### config.mk
export PLATFORM = sky130hd
export DESIGN_NAME = am_insert_tx_flat
export DESIGN_NICKNAME = d
export VERILOG_FILES = /design/src/rtl/am_insert_tx_if.sv /design/src/rtl/am_insert_tx.sv /design/src/flat_wrapper.sv
export SDC_FILE = /design/constraint.sdc
export NUM_CORES = 1
export LEC_CHECK = 0
export CELL_PAD_IN_SITES_DETAIL_PLACEMENT = 1
export CELL_PAD_IN_SITES_GLOBAL_PLACEMENT = 1
export CORE_ASPECT_RATIO = 0.6
export CORE_UTILIZATION = 34
export CTS_BUF_LIST = sky130_fd_sc_hd__clkbuf_8
export DETAILED_ROUTE_END_ITERATION = 8
export GPL_TIMING_DRIVEN = 0
export PLACE_DENSITY = 0.85
export SETUP_SLACK_MARGIN = 0.4
export SLEW_MARGIN = 25
export SYNTH_ARGS = -nofsm -noshare
export SYNTH_HDL_FRONTEND = slang
export SYNTH_SLANG_ARGS = --single-unit
### constraint.sdc
create_clock -name clk -period 2.5 [get_ports clk]
set_input_delay 0.625 -clock clk [delete_from_list [all_inputs] [get_ports clk]]
set_output_delay 0.625 -clock clk [all_outputs]
set_load 0.005 [all_outputs]
### src/rtl/am_insert_tx_if.sv
// Block stream between the scrambler/distributor and the AM inserter, plus the
// inserter's output toward the gearbox.
interface am_insert_tx_if #(
    parameter int LANE_N  = 4,
    parameter int BLOCK_W = 66
);
    logic                        valid_i;
    logic [LANE_N*BLOCK_W-1:0]   data_i;
    logic                        ready_o;
    logic                        valid_o;
    logic                        am_v_o;
    logic [LANE_N*BLOCK_W-1:0]   data_o;

    modport master (
        output valid_i, data_i,
        input  ready_o, valid_o, am_v_o, data_o
    );

    modport slave (
        input  valid_i, data_i,
        output ready_o, valid_o, am_v_o, data_o
    );
endinterface

### src/rtl/am_insert_tx.sv
// 40GBASE-R transmit alignment marker inserter: one marker on all four lanes
// every AM_GAP_N accepted blocks, with per-lane BIP3/BIP7 parity fields.
module am_insert_tx #(
    parameter int LANE_N   = 4,
    parameter int BLOCK_W  = 66,
    parameter int AM_GAP_N = 16383
) (
    input  logic           clk,
    input  logic           nreset,
    am_insert_tx_if.slave  bus
);
    localparam int CNT_W = $clog2(AM_GAP_N + 1);
    localparam int DW    = LANE_N * BLOCK_W;

    // Fixed marker bytes per lane, packed as {M6, M5, M4, M2, M1, M0}.
    function automatic logic [47:0] am_const(input int lane);
        case (lane)
            0:       return 48'hb8_89_6f_47_76_90;
            1:       return 48'h19_3b_0f_e6_c4_f0;
            2:       return 48'h64_9a_3a_9b_65_c5;
            3:       return 48'hc2_86_5d_3d_79_a2;
            default: return 48'h0;
        endcase
    endfunction

    function automatic logic [7:0] blk_par(input logic [65:0] b);
        logic [7:0] p;
        p = '0;
        for (int k = 0; k < 8; k++) begin
            p ^= b[8*k +: 8];
        end
        p[3] ^= b[65];
        p[4] ^= b[64];
        return p;
    endfunction

    function automatic logic [65:0] am_block(input int lane, input logic [7:0] bip);
        logic [47:0] c;
        c = am_const(lane);
        return {2'b10, ~bip, c[47:24], bip, c[23:0]};
    endfunction

    logic [CNT_W-1:0]        cnt_q,   cnt_d;
    logic [LANE_N-1:0][7:0]  bip_q,   bip_d;
    logic                    valid_q, valid_d;
    logic                    am_v_q,  am_v_d;
    logic [DW-1:0]           data_q,  data_d;

    // cnt == 0 marks a marker slot; it is purely registered so ready has no
    // combinational dependence on valid_i.
    assign bus.ready_o = (cnt_q != '0);
    assign bus.valid_o = valid_q;
    assign bus.am_v_o  = am_v_q;
    assign bus.data_o  = data_q;

    always_comb begin
        logic [65:0] mk;
        mk      = '0;
        cnt_d   = cnt_q;
        bip_d   = bip_q;
        valid_d = 1'b0;
        am_v_d  = 1'b0;
        data_d  = data_q;
        if (cnt_q == '0) begin
            valid_d = 1'b1;
            am_v_d  = 1'b1;
            cnt_d   = CNT_W'(AM_GAP_N);
            for (int l = 0; l < LANE_N; l++) begin
                mk                          = am_block(l, bip_q[l]);
                data_d[l*BLOCK_W +: BLOCK_W] = mk;
                // The new parity window starts with the marker just sent.
                bip_d[l]                    = blk_par(mk);
            end
        end else if (bus.valid_i) begin
            valid_d = 1'b1;
            cnt_d   = cnt_q - 1'b1;
            data_d  = bus.data_i;
            for (int l = 0; l < LANE_N; l++) begin
                bip_d[l] = bip_q[l] ^ blk_par(bus.data_i[l*BLOCK_W +: BLOCK_W]);
            end
        end
    end

    always_ff @(posedge clk) begin
        if (!nreset) begin
            cnt_q   <= '0;
            bip_q   <= '0;
            valid_q <= 1'b0;
            am_v_q  <= 1'b0;
            data_q  <= '0;
        end else begin
            cnt_q   <= cnt_d;
            bip_q   <= bip_d;
            valid_q <= valid_d;
            am_v_q  <= am_v_d;
            data_q  <= data_d;
        end
    end
endmodule

### src/flat_wrapper.sv
// flat-port wrapper written by rule: the top's interface ports become plain ports
module am_insert_tx_flat 
#(
    parameter int LANE_N   = 4,
    parameter int BLOCK_W  = 66,
    parameter int AM_GAP_N = 16383
)
  (clk, nreset, bus_valid_i, bus_data_i, bus_ready_o, bus_valid_o, bus_am_v_o, bus_data_o);
  am_insert_tx_if #(.LANE_N(LANE_N), .BLOCK_W(BLOCK_W)) bus_i ();
  input  logic clk;
  input  logic nreset;
  input wire logic [$bits(bus_i.valid_i)-1:0] bus_valid_i;
  input wire logic [$bits(bus_i.data_i)-1:0] bus_data_i;
  output wire logic [$bits(bus_i.ready_o)-1:0] bus_ready_o;
  output wire logic [$bits(bus_i.valid_o)-1:0] bus_valid_o;
  output wire logic [$bits(bus_i.am_v_o)-1:0] bus_am_v_o;
  output wire logic [$bits(bus_i.data_o)-1:0] bus_data_o;
  assign bus_i.valid_i = bus_valid_i;
  assign bus_i.data_i = bus_data_i;
  assign bus_ready_o = bus_i.ready_o;
  assign bus_valid_o = bus_i.valid_o;
  assign bus_am_v_o = bus_i.am_v_o;
  assign bus_data_o = bus_i.data_o;
  am_insert_tx #(.LANE_N(LANE_N), .BLOCK_W(BLOCK_W), .AM_GAP_N(AM_GAP_N)) u_core (.clk(clk), .nreset(nreset), .bus(bus_i));
endmodule
Word level (Yosys, flattened, before mapping)
Cells that the tools add are included.
- reduce and logical (&&, ||, !) cells: 4
- magnitude comparators: 0
- div/mod/pow operators: 0
- shift-type cells: 0
- equal/unequal tests: 0
- bitwise logic cells: 77
- $mul: 0
- mux-type cells: 13
- add/subtract/negate cells: 1
- operator list (operator ; number):
    $mux W264 ; 2
    $xor A8 B8 Y8 ; 60
    $mux W48 ; 4
    $mux W32 ; 2
    $not A8 Y8 ; 4
    $mux W14 ; 2
    $logic_not A14 Y1 ; 1
    $reduce_bool A14 Y1 ; 1
    $sub A14 B1 Y14 const B ; 1
    $xor A1 B1 Y1 ; 8
    $not A1 Y1 ; 5
    $mux W1 ; 3
    $reduce_bool A2 Y1 ; 1
    $reduce_or A2 Y1 ; 1
- word-level logic and storage cells: 104
- flip-flop bits (word level): 312
- bits in latches: 0
- RAM bits: 0
- bits in read-only memories: 0
- memories: 0
- input port bits: 267

Depth between registers and ports, before layout
Gate-level depths: netlist (run 1).
- word-level depth: 11
- gate-level depth with buffers: 8
- mapped depth without buffers: 7

Worst setup path before layout (run 1)
Ideal clock, no wire load.
- path kind: register to output
- start point: register u_core.cnt_q[2]
- end point: output bus_ready_o
- stages on the path, launching flop included: 6
- arrival: 1.415 ns
- path slack: 0.460 ns
- buffers on the path: 1
- cells stage by stage: dfxtp_1 nor4_4 nand3b_4 nor3_4 buf_6 inv_1
- word-level cells in the longest chain between the ends: 1
- ends and longest elaborated chain (what ; RTL line ; text):
    start: declaration ; am_insert_tx.sv:43 ; logic [CNT_W-1:0] cnt_q, cnt_d;
    start signal: assignment ; am_insert_tx.sv:92 ; cnt_q <= cnt_d;
    $reduce_bool A14 Y1 ; am_insert_tx.sv:51 ; assign bus.ready_o = (cnt_q != '0);
    end: declaration ; flat_wrapper.sv:14 ; output wire logic [$bits(bus_i.ready_o)-1:0] bus_ready_o;
No other way between the ends.

Worst setup path after layout (run 1)
- start point: register u_core.cnt_q[9]
- end point: output bus_ready_o
The elaborated chain is that of the path after synthesis.

==> results of run 1 <==
==> layout make-up <==
cell class / instances / area (um^2)
fillers: 4579 / 19500
clock inverters: 21 / 88.8
flip-flops and latches: 312 / 6280
repair buffers: 543 / 5240
diodes: 6 / 15.0
well taps: 560 / 701
inverters: 13 / 52.6
plain buffers: 100 / 517
clock buffers: 67 / 922
multi-input cells: 976 / 7450
==> Yosys cell counts, drive strengths merged <==
master and instances:
nand4 1, nor4 3, inv 13, a211o 4, xnor2 214, o221a 1
nand2 12, ha 1, mux2i 240, and3 2, clkbuf 51, or3 24
xor2 11, nor2 151, buf 49, o41ai 1, nand3 9, o21ai 25
nor3 3, or2 1, a31oi 6, a311oi 1, a21o 4, a211oi 89
xnor3 8, a41o 1, nor3b 2, nor2b 24, a21oi 137, dfxtp 312
nand3b 1
==> cell families after synthesis <==
| logic type | count (synthesis) | synth area share [%] |
|---|---|---|
| AO/OA/AOI/OAI | 269 | 12.3 |
| flip-flops | 312 | 44.2 |
| multiplexers | 240 | 17.0 |
| AND/OR/NAND/NOR | 233 | 7.72 |
| XOR/XNOR | 233 | 15.2 |
| adder cells (fa/ha/maj) | 1 | 0.0885 |
| buffers and inverters | 113 | 3.52 |
==> layout by cell type, fill, tap and decap left out, types with 27 or more instances in the layout <==
cell type / count
nor2_1: 150
a211oi_1: 65
clkbuf_1: 27
dlygate4sd2_1: 217
a21oi_1: 137
clkdlybuf4s50_1: 272
xnor2_1: 212
inv_1: 30
dfxtp_1: 288
dlymetal6s2s_1: 42
clkbuf_8: 67
buf_2: 27
mux2i_1: 240
==> per-layer routing <==
layer	wire length, um	global-route usage, %	share of wire, %	up-vias
li1	-	-	-	6085
met1	27400	36.8	42	6507
met2	30400	49.1	47	483
met3	4970	8.71	7.7	131
met4	2300	11.1	3.5	2
met5	12	0	0.018	-
==> where the power goes <==
group          total (mW)  leakage [nW]  internal [mW]  switching [mW]
Combinational        8.02          6.73           3.56            4.46
Sequential           7.14          2.59           6.29           0.850
Clock                4.59         0.586           2.38            2.21
==> worst min-delay path, delay by kind of cell, from the launching register on <==
| family | cells | cell delay, ns |
|---|---|---|
| flops | 1 | 0.32 |
| simple gates | 1 | 0.07 |
| mux | 1 | 0.06 |
==> repair_timing <==
item,4_1_cts,5_1_grt
gates resized for setup,273,72
cloned,0,0
setup buffers,11,0
endpoints found under the setup margin,519,291
pin swaps,4,0
==> metrics by stage <==
step | power (mW) | worst slack [ns] | util, %
after global routing | 20.7 | -0.360 | 52.2
after floorplan | 10.9 | 0.460 | -
after CTS | 19.7 | -0.296 | 51.8
after detailed placement | 15.4 | -0.470 | 49.5
after global placement | 15.0 | -0.399 | 49.5
final | 19.8 | -0.269 | 52.2
==> sequential cells by signal, indices dropped and copies added, names as in the netlist <==
| name | flops |
|---|---|
| u_core.cnt_q | 14 |
| u_core.bus.data_o | 264 |
| u_core.bus.am_v_o | 1 |
| u_core.bus.valid_o | 1 |
| u_core.bip_q | 32 |
==> worst min path at each step <==
| stage | from | to | slack [ns] | cells past startpoint |
|---|---|---|---|---|
| after floorplan | u_core.bip_q[16]$_SDFFE_PN0P_ | u_core.bus.data_o[188]$_SDFFE_PN0P_ | 0.46 | 1 |
| after global placement | u_core.bus.data_o[104]$_SDFFE_PN0P_ | u_core.bus.data_o[104]$_SDFFE_PN0P_ | 0.47 | 2 |
| after detailed placement | u_core.bus.data_o[45]$_SDFFE_PN0P_ | u_core.bus.data_o[45]$_SDFFE_PN0P_ | 0.48 | 2 |
| after CTS | u_core.bip_q[23]$_SDFFE_PN0P_ | u_core.bus.data_o[195]$_SDFFE_PN0P_ | 0.49 | 1 |
| after global routing | u_core.bus.data_o[235]$_SDFFE_PN0P_ | u_core.bus.data_o[235]$_SDFFE_PN0P_ | 0.52 | 2 |
| final | u_core.bus.data_o[42]$_SDFFE_PN0P_ | u_core.bus.data_o[42]$_SDFFE_PN0P_ | 0.49 | 2 |
==> summary.txt, run 1 <==
Outcome
  – Status: complete, but fails checks
  – Failing checks: setup timing

Logic synthesis
  – Mapped Area: 14100 um^2
  – #FFs+latches synth: 312
  – Synth area leaders: dfxtp_1, mux2i_1, xnor2_1, a21oi_1, nor2_1
  – Seq/Total Area, Yosys: 44.2%
  – Syn Nets: 1669
  – Yosys warning total: 0
  – Cell taking the most area after synthesis: dfxtp_1
  – Post-synth top area share: 44.2%
  – Distinct cells, synth: 37
  – Cells after Synth: 1401
  – Avg Cell Area, Syn: 10.1 um^2

Placement
  – # placed instances: 2493
  – Cell area after placement: 20200 um^2
  – RePlAce Congestion: 0.862
  – Buffers on Ports: 532
  – Detailed placement HPWL: 49500 um

Setup path
  – Crit Path Category: reg2out
  – Reg2Reg Launch Point: u_core.cnt_q[0]$_SDFFE_PN0P_
  – Worst setup endpoint: bus_ready_o
  – R2R Path End: u_core.bus.data_o[70]$_SDFFE_PN0P_
  – Reg2Reg Depth: 7
  – Worst path depth: 6
  – Worst Path Buf+Inv: 3
  – Max FO, Critical Path: 2
  – Critical path's largest stage delay: 0.41 ns
  – Reg2reg setup slack: 0.47 ns
  – Critical path required time: 1.88 ns
  – Crit. End Element: primary output
  – Crit path from: u_core.cnt_q[9]$_SDFFE_PN0P_
  – Worst Setup Start Kind: flop
  – Worst EP arrival: 2.14 ns
  – Critical path's top delay family: simple AND/OR/NAND/NOR gates
  – Cells along the critical path: nor4_4, nand3b_4, nor3_4, buf_6, clkinvlp_4, buf_2
  – Crit-path slowest cell: nor4_4

Route
  – Wirelength per Cell: 25.0 um
  – DRT antenna net count: 0
  – Routed vias: 13.2k
  – DRT Pass-1 Iters: 5
  – DRT iter0 DRCs: 785
  – # DRC: 0
  – WL final: 65000 um
  – DR vias/cell: 5.08

Global routing
  – First-pass GRT wire length: 94000 um
  – Antenna violations before repair: 7
  – Largest net degree at the start of global routing: 14
  – Number of global-route vias before repair: 14.4k
  – Total grt overflow: 0
  – GRT Util Overall: 29.8%

STA
  – Final worst slack: -0.269 ns
  – Rel. slew slack: 28.3%
  – Max Clock Freq: 361 MHz
  – Finish-stage setup viols: 1
  – Endpoints failing hold: 0
  – Fin. max-slew vios: 0
  – Clk_skew: 0.0162 ns
  – Min Clock Period, post-route: 2.77 ns
  – Min Hold Slack: 0.492 ns
  – Worst-margin pin slew: 1.08 ns
  – Fraction of the cycle the final worst path needs: 111%
  – RSZ-0062 raised after global routing: yes
  – Setup_tns: -0.269 ns

Finish
  – Layout Cells excl Fill: 2598
  – Share of cells above drive strength 1: 10.0%
  – Synth-to-Final Area Change: 50.3%
  – Layout net count: 2266
  – Final instance area: 21300 um^2

Clocking
  – Clock latency at the later pin of the worst-skew pair: 0.60 ns
  – Clock transition at the registers of the reported paths: 0.07 ns
  – Clock tree from TritonCTS: yes
  – TritonCTS Sinks: 312
  – Root Driver: clkbuf_8
  – Clk buf depth: 3
  – H-tree Lvls: 2
  – Num CTS Buffers: 52
  – CTS Hold Bufs: 0

Floorplanning
  – Die Span Y: 160 um
  – IO Count: 534
  – # rows: 57
  – CORE AREA: 40700 um^2
  – Die W: 265 um
  – Initial Util: 34.7%
  – Die area: 42400 um^2

Power and ir drop
  – Pwr dens: 929 nW/um^2
  – Lkg Pwr: 9.91 nW
  – Peak VDD IR: 0.387 mV

Run
  – Max-Cap Viols: 0

Hold path
  – Min-Delay Path Class: reg2reg
Note: power is estimated with default switching activity, not from simulation.
==> run 2, diff against run 1 <==
GPL_TIMING_DRIVEN = not set   (was 0)
==> run 2 against run 1 <==
Against the previous run:
- sequential power grew 1%
- cell count shrank 1.8%
- global-route usage shrank 4.2 points
- the run now ends clean
- critical endpoint unchanged
- clock-buffer cell count shrank 2
- via count shrank 2.0%
- clock skew grew 0.0016 ns
==> summary.txt, run 2 (synthesis gave the netlist of run 1 again) <==
Global routing
  – First-pass GRT wire length: 84200 um
  – GRT Util Overall: 25.7%
  – Largest net degree at the start of global routing: 104
  – Total grt overflow: 0
  – Number of global-route vias before repair: 13.8k
  – Antenna violations before repair: 3

Finish
  – Most frequent cells in the layout: clkdlybuf4s50_1, dfxtp_1, mux2i_1
  – Fin util: 54.6%
  – Layout net count: 2222
  – Fillers: 4391
  – Area of the multi-input gates: 8010 um^2
  – Final instance area: 22300 um^2
  – Most common cell after layout, fill and taps aside: clkdlybuf4s50_1
  – Max reg flops: 264
  – Synth-to-Final Area Change: 57.3%
  – Share of cells above drive strength 1: 15.7%
  – Flip-flop and latch area: 6290 um^2

Setup path
  – Crit. End Element: primary output
  – Crit-path slowest cell: nor4_4
  – Worst Setup Start Kind: flop
  – Critical path's largest stage delay: 0.38 ns
  – Critical path required time: 1.88 ns
  – Crit Path Category: reg2out
  – Max FO, Critical Path: 4
  – Worst EP arrival: 1.83 ns
  – Cells along the critical path: nor4_4, nand3b_4, nor3_4, inv_2, buf_2
  – Reg2reg setup slack: 0.24 ns

STA
  – Finish-stage setup viols: 0
  – Endpoints failing hold: 0
  – Rel. slew slack: 45.7%
  – Fin. max-slew vios: 0
  – Worst-margin pin slew: 0.814 ns
  – RSZ-0062 raised after global routing: yes
  – Clk_skew: 0.0179 ns
  – Min Clock Period, post-route: 2.46 ns
  – Final worst slack: 0.0447 ns
  – Fraction of the cycle the final worst path needs: 98.2%
  – Max Clock Freq: 407 MHz

Route
  – DRT antenna net count: 0
  – Routed vias: 12.9k
  – Wirelength per Cell: 24.9 um
  – # DRC: 0
  – DR vias/cell: 5.07
  – WL final: 63400 um
  – DRT iter0 DRCs: 710
  – DRT Pass-1 Iters: 4

Clocking
  – H-tree Lvls: 2
  – Root Driver: clkbuf_8
  – Num CTS Buffers: 49
  – Clk buf depth: 3
  – TritonCTS Sinks: 312
  – Clock latency at the later pin of the worst-skew pair: 0.59 ns
  – Clock tree from TritonCTS: yes
  – CTS Hold Bufs: 0
  – Clock transition at the registers of the reported paths: 0.07 ns

Power and ir drop
  – Clock power share: 20.7%
  – Lkg Pwr: 10.1 nW
  – Combinational power share: 46.4%
  – Pint: 13.5 mW
  – Peak VDD IR: 0.581 mV
  – Switching part of the total power: 38.8%
  – Psw: 8.54 mW
  – Seq pwr share: 32.9%
  – Pwr dens: 989 nW/um^2

Floorplanning
  – IO Count: 534
  – Initial Util: 34.7%
  – Die area: 42400 um^2
  – Die W: 265 um
  – CORE AREA: 40700 um^2
  – # rows: 57
  – Die Span Y: 160 um

Outcome
  – Status: completed

Placement
  – DP Worst Slack: 0.0374 ns
  – Detailed placement HPWL: 40000 um
  – Cell area after placement: 20100 um^2
  – RePlAce Congestion: 0.803
  – Buffers on Ports: 533

Hold path
  – Min-Delay Path Class: in2reg

Run
  – Max-Cap Viols: 0
## run 2: changes by cell type in the layout (fill, tap and decap cells not counted), moves of 18 or more
cell and change:
clkbuf_2 -18, clkbuf_1 -27, nor2_1 -38, clkdlybuf4s50_1 +20, a21oi_1 -29, a211oi_2 +33, dlygate4sd2_1 -23, nor2_4 +29
buf_2 -26, a211oi_1 -34, a21oi_2 +27
## run 2: routing by layer
| layer | up-vias | GRT usage (%) | wire length, um |
|---|---|---|---|
| met5 | - | 0 | 13 |
| met4 | 2 | 6.91 | 1520 |
| met3 | 105 | 6.54 | 4120 |
| met2 | 402 | 44.9 | 30600 |
| met1 | 6441 | 31.1 | 27200 |
| li1 | 5999 | - | - |
## run 2: worst paths after layout
kind / from / to / depth (start not counted)
setup / recovery: u_core.cnt_q[3]$_SDFFE_PN0P_ / bus_ready_o / 5
hold / removal: bus_valid_i / u_core.bus.data_o[198]$_SDFFE_PN0P_ / 3
setup reg to reg: u_core.cnt_q[3]$_SDFFE_PN0P_ / u_core.bus.data_o[188]$_SDFFE_PN0P_ / 6
hold reg to reg: u_core.bus.data_o[231]$_SDFFE_PN0P_ / u_core.bus.data_o[231]$_SDFFE_PN0P_ / 2
## run 2: final cells by class
| cell class | count | share of cell area (%) |
|---|---|---|
| diodes | 2 | 0.0225 |
| repair buffers | 600 | 27.8 |
| multi-input cells | 978 | 36.0 |
| inverters | 13 | 0.242 |
| well taps | 560 | 3.15 |
| clock inverters | 22 | 0.534 |
| flip-flops and latches | 312 | 28.3 |
| clock buffers | 65 | 4.02 |
## run 2: per-stage QoR
stage	instances	total power [mW]	hold WS, ns	TNS, ns
after floorplan	1401	10.9	0.463	0
after detailed placement	2429	15.0	0.483	0
after global placement	2429	14.6	0.472	0
after global routing	2551	23.0	0.470	-0.0317
after CTS	2524	19.5	0.416	-0.00760
final	2552	22.0	0.454	0
## run 2: worst max-delay path: cells and delay by family, from the launching register on
family	cells	cell delay [ns]
buf+inv	2	0.20
simple gates	3	0.68
flops	1	0.37
## run 2: power by group through the flow
stage / clock [mW] / combinational [mW] / sequential (mW)
after floorplan: 0 / 3.73 / 7.14
after global placement: 0 / 7.48 / 7.12
after detailed placement: 0 / 7.76 / 7.23
after CTS: 4.65 / 7.69 / 7.13
after global routing: 4.90 / 10.7 / 7.36
final: 4.55 / 10.2 / 7.23
## run 2: repair_timing
item,4_1_cts,5_1_grt
gates cloned,3,21
buffers inserted,5,5
gates resized for setup,216,224
setup endpoints to repair,478,285
pin swaps,6,37
==> run 3, diff against run 2 <==
CELL_PAD_IN_SITES_DETAIL_PLACEMENT = 0   (was 1)
==> run 3 against run 2 <==
Against the previous run:
- highest routed layer is now met4
- die area did not move
- critical endpoint unchanged
- largest cell class unchanged
- flip-flop and latch count did not move
- setup slack improved by 0.087 ns
==> summary.txt, run 3 (synthesis gave the netlist of run 1 again) <==
Global routing
  – Antenna violations before repair: 2
  – GRT Util Overall: 23.0%
  – Largest net degree at the start of global routing: 104
  – First-pass GRT wire length: 75400 um
  – Total grt overflow: 0
  – Number of global-route vias before repair: 12.2k

Hold path
  – Min-Delay Path Class: in2reg

STA
  – Worst-margin pin slew: 0.643 ns
  – Setup_tns: 0 ns
  – Min Clock Period, post-route: 2.37 ns
  – Fin. max-slew vios: 0
  – Rel. slew slack: 57.1%
  – Final worst slack: 0.131 ns
  – Fraction of the cycle the final worst path needs: 94.8%
  – RSZ-0062 raised after global routing: yes
  – Finish-stage setup viols: 0
  – Endpoints failing hold: 0
  – Max Clock Freq: 422 MHz
  – Clk_skew: 0.0177 ns

Setup path
  – Max FO, Critical Path: 2
  – Worst Setup Start Kind: flop
  – Worst EP arrival: 1.74 ns
  – Crit Path Category: reg2out
  – Critical path required time: 1.88 ns
  – Crit. End Element: primary output

Run
  – Max-Cap Viols: 0

Placement
  – Detailed placement HPWL: 35500 um
  – Buffers on Ports: 533
  – DP Worst Slack: 0.103 ns
  – # placed instances: 2429
  – RePlAce Congestion: 0.803
  – Cell area after placement: 20100 um^2

Clocking
  – H-tree Lvls: 2
  – Clock tree from TritonCTS: yes
  – Clock transition at the registers of the reported paths: 0.07 ns
  – TritonCTS Sinks: 312
  – Root Driver: clkbuf_8
  – Clock latency at the later pin of the worst-skew pair: 0.58 ns
  – Clk buf depth: 3
  – Num CTS Buffers: 50
  – CTS Hold Bufs: 0

Floorplanning
  – Die area: 42400 um^2
  – Die Span Y: 160 um
  – CORE AREA: 40700 um^2
  – Initial Util: 34.7%
  – IO Count: 534
  – Die W: 265 um
  – # rows: 57

Finish
  – Fillers: 3706
  – Final instance area: 21200 um^2
  – Layout net count: 2197
  – Layout Cells excl Fill: 2526
  – Max reg flops: 264
  – Most common cell after layout, fill and taps aside: clkdlybuf4s50_1
  – Synth-to-Final Area Change: 50.1%
  – Most frequent cells in the layout: clkdlybuf4s50_1, dfxtp_1, mux2i_1
  – Share of cells above drive strength 1: 9.11%

Power and ir drop
  – Peak VDD IR: 0.679 mV
  – Tot Pwr: 19.0 mW
  – Pwr dens: 896 nW/um^2
  – Lkg Pwr: 9.95 nW

Route
  – DRT antenna net count: 0
  – Wirelength per Cell: 20.1 um
  – Routed vias: 12.2k
  – DRT iter0 DRCs: 567
  – # DRC: 0
  – WL final: 50700 um
  – DRT Pass-1 Iters: 5
  – DR vias/cell: 4.85

Outcome
  – Status: completed
run 3: path summary, 6_finish.rpt:
path,cells past startpoint,slack (ns),endpoint,startpoint
worst max-delay path,5,0.13,bus_ready_o,u_core.cnt_q[5]$_SDFFE_PN0P_
worst min-delay path,3,0.48,u_core.bus.data_o[198]$_SDFFE_PN0P_,bus_valid_i
worst max register to register,7,0.37,u_core.bus.data_o[229]$_SDFFE_PN0P_,u_core.cnt_q[0]$_SDFFE_PN0P_
worst min register to register,2,0.48,u_core.bus.data_o[202]$_SDFFE_PN0P_,u_core.bus.data_o[202]$_SDFFE_PN0P_
run 3: repair_timing:
| item | in CTS | in global routing |
|---|---|---|
| setup buffers | 5 | 0 |
| gates cloned | 3 | 0 |
| hold endpoints to repair | 0 | 0 |
| pin swaps | 6 | 0 |
| setup endpoints to repair | 456 | 207 |
| resized for setup | 193 | 75 |
run 3: where the power goes:
group          internal [mW]  switching (mW)  total, mW
clock network           2.34            2.10       4.45
registers               6.29           0.805       7.10
logic                   3.62            3.86       7.47
total                   12.2            6.77       19.0
run 3: stage by stage:
stage / util, % / hold slack, ns
2_1_floorplan: - / 0.463
3_3_place_gp: 49.4 / 0.472
3_5_place_dp: 49.4 / 0.480
4_1_cts: 51.7 / 0.433
5_1_grt: 52.1 / 0.476
6_report: 52.1 / 0.478
run 3: critical path, cell delays in order (launching register included):
cell and delay, ns:
dfxtp_1 0.34, nor4_4 0.36, nand3b_4 0.12, nor3_4 0.16, inv_2 0.07, buf_6 0.12
run 3: routing by layer:
layer	vias to the layer above	track usage (%)	wire [um]
li1	5935	-	-
met1	5852	30.1	22900
met2	373	37.7	23500
met3	79	5.84	3280
met4	0	5.78	1040
met5	-	0	0
run 3: cell type report:
cell class / instances / area (um^2) / area share, %
Clock inverter: 21 / 86.3 / 0.407
Clock buffer: 66 / 908 / 4.28
Timing Repair Buffer: 574 / 5740 / 27.0
Tap cell: 560 / 701 / 3.30
Antenna cell: 2 / 5.00 / 0.0236
Multi-Input combinational cell: 978 / 7450 / 35.1
Inverter: 13 / 53.8 / 0.254
Sequential cell: 312 / 6280 / 29.6
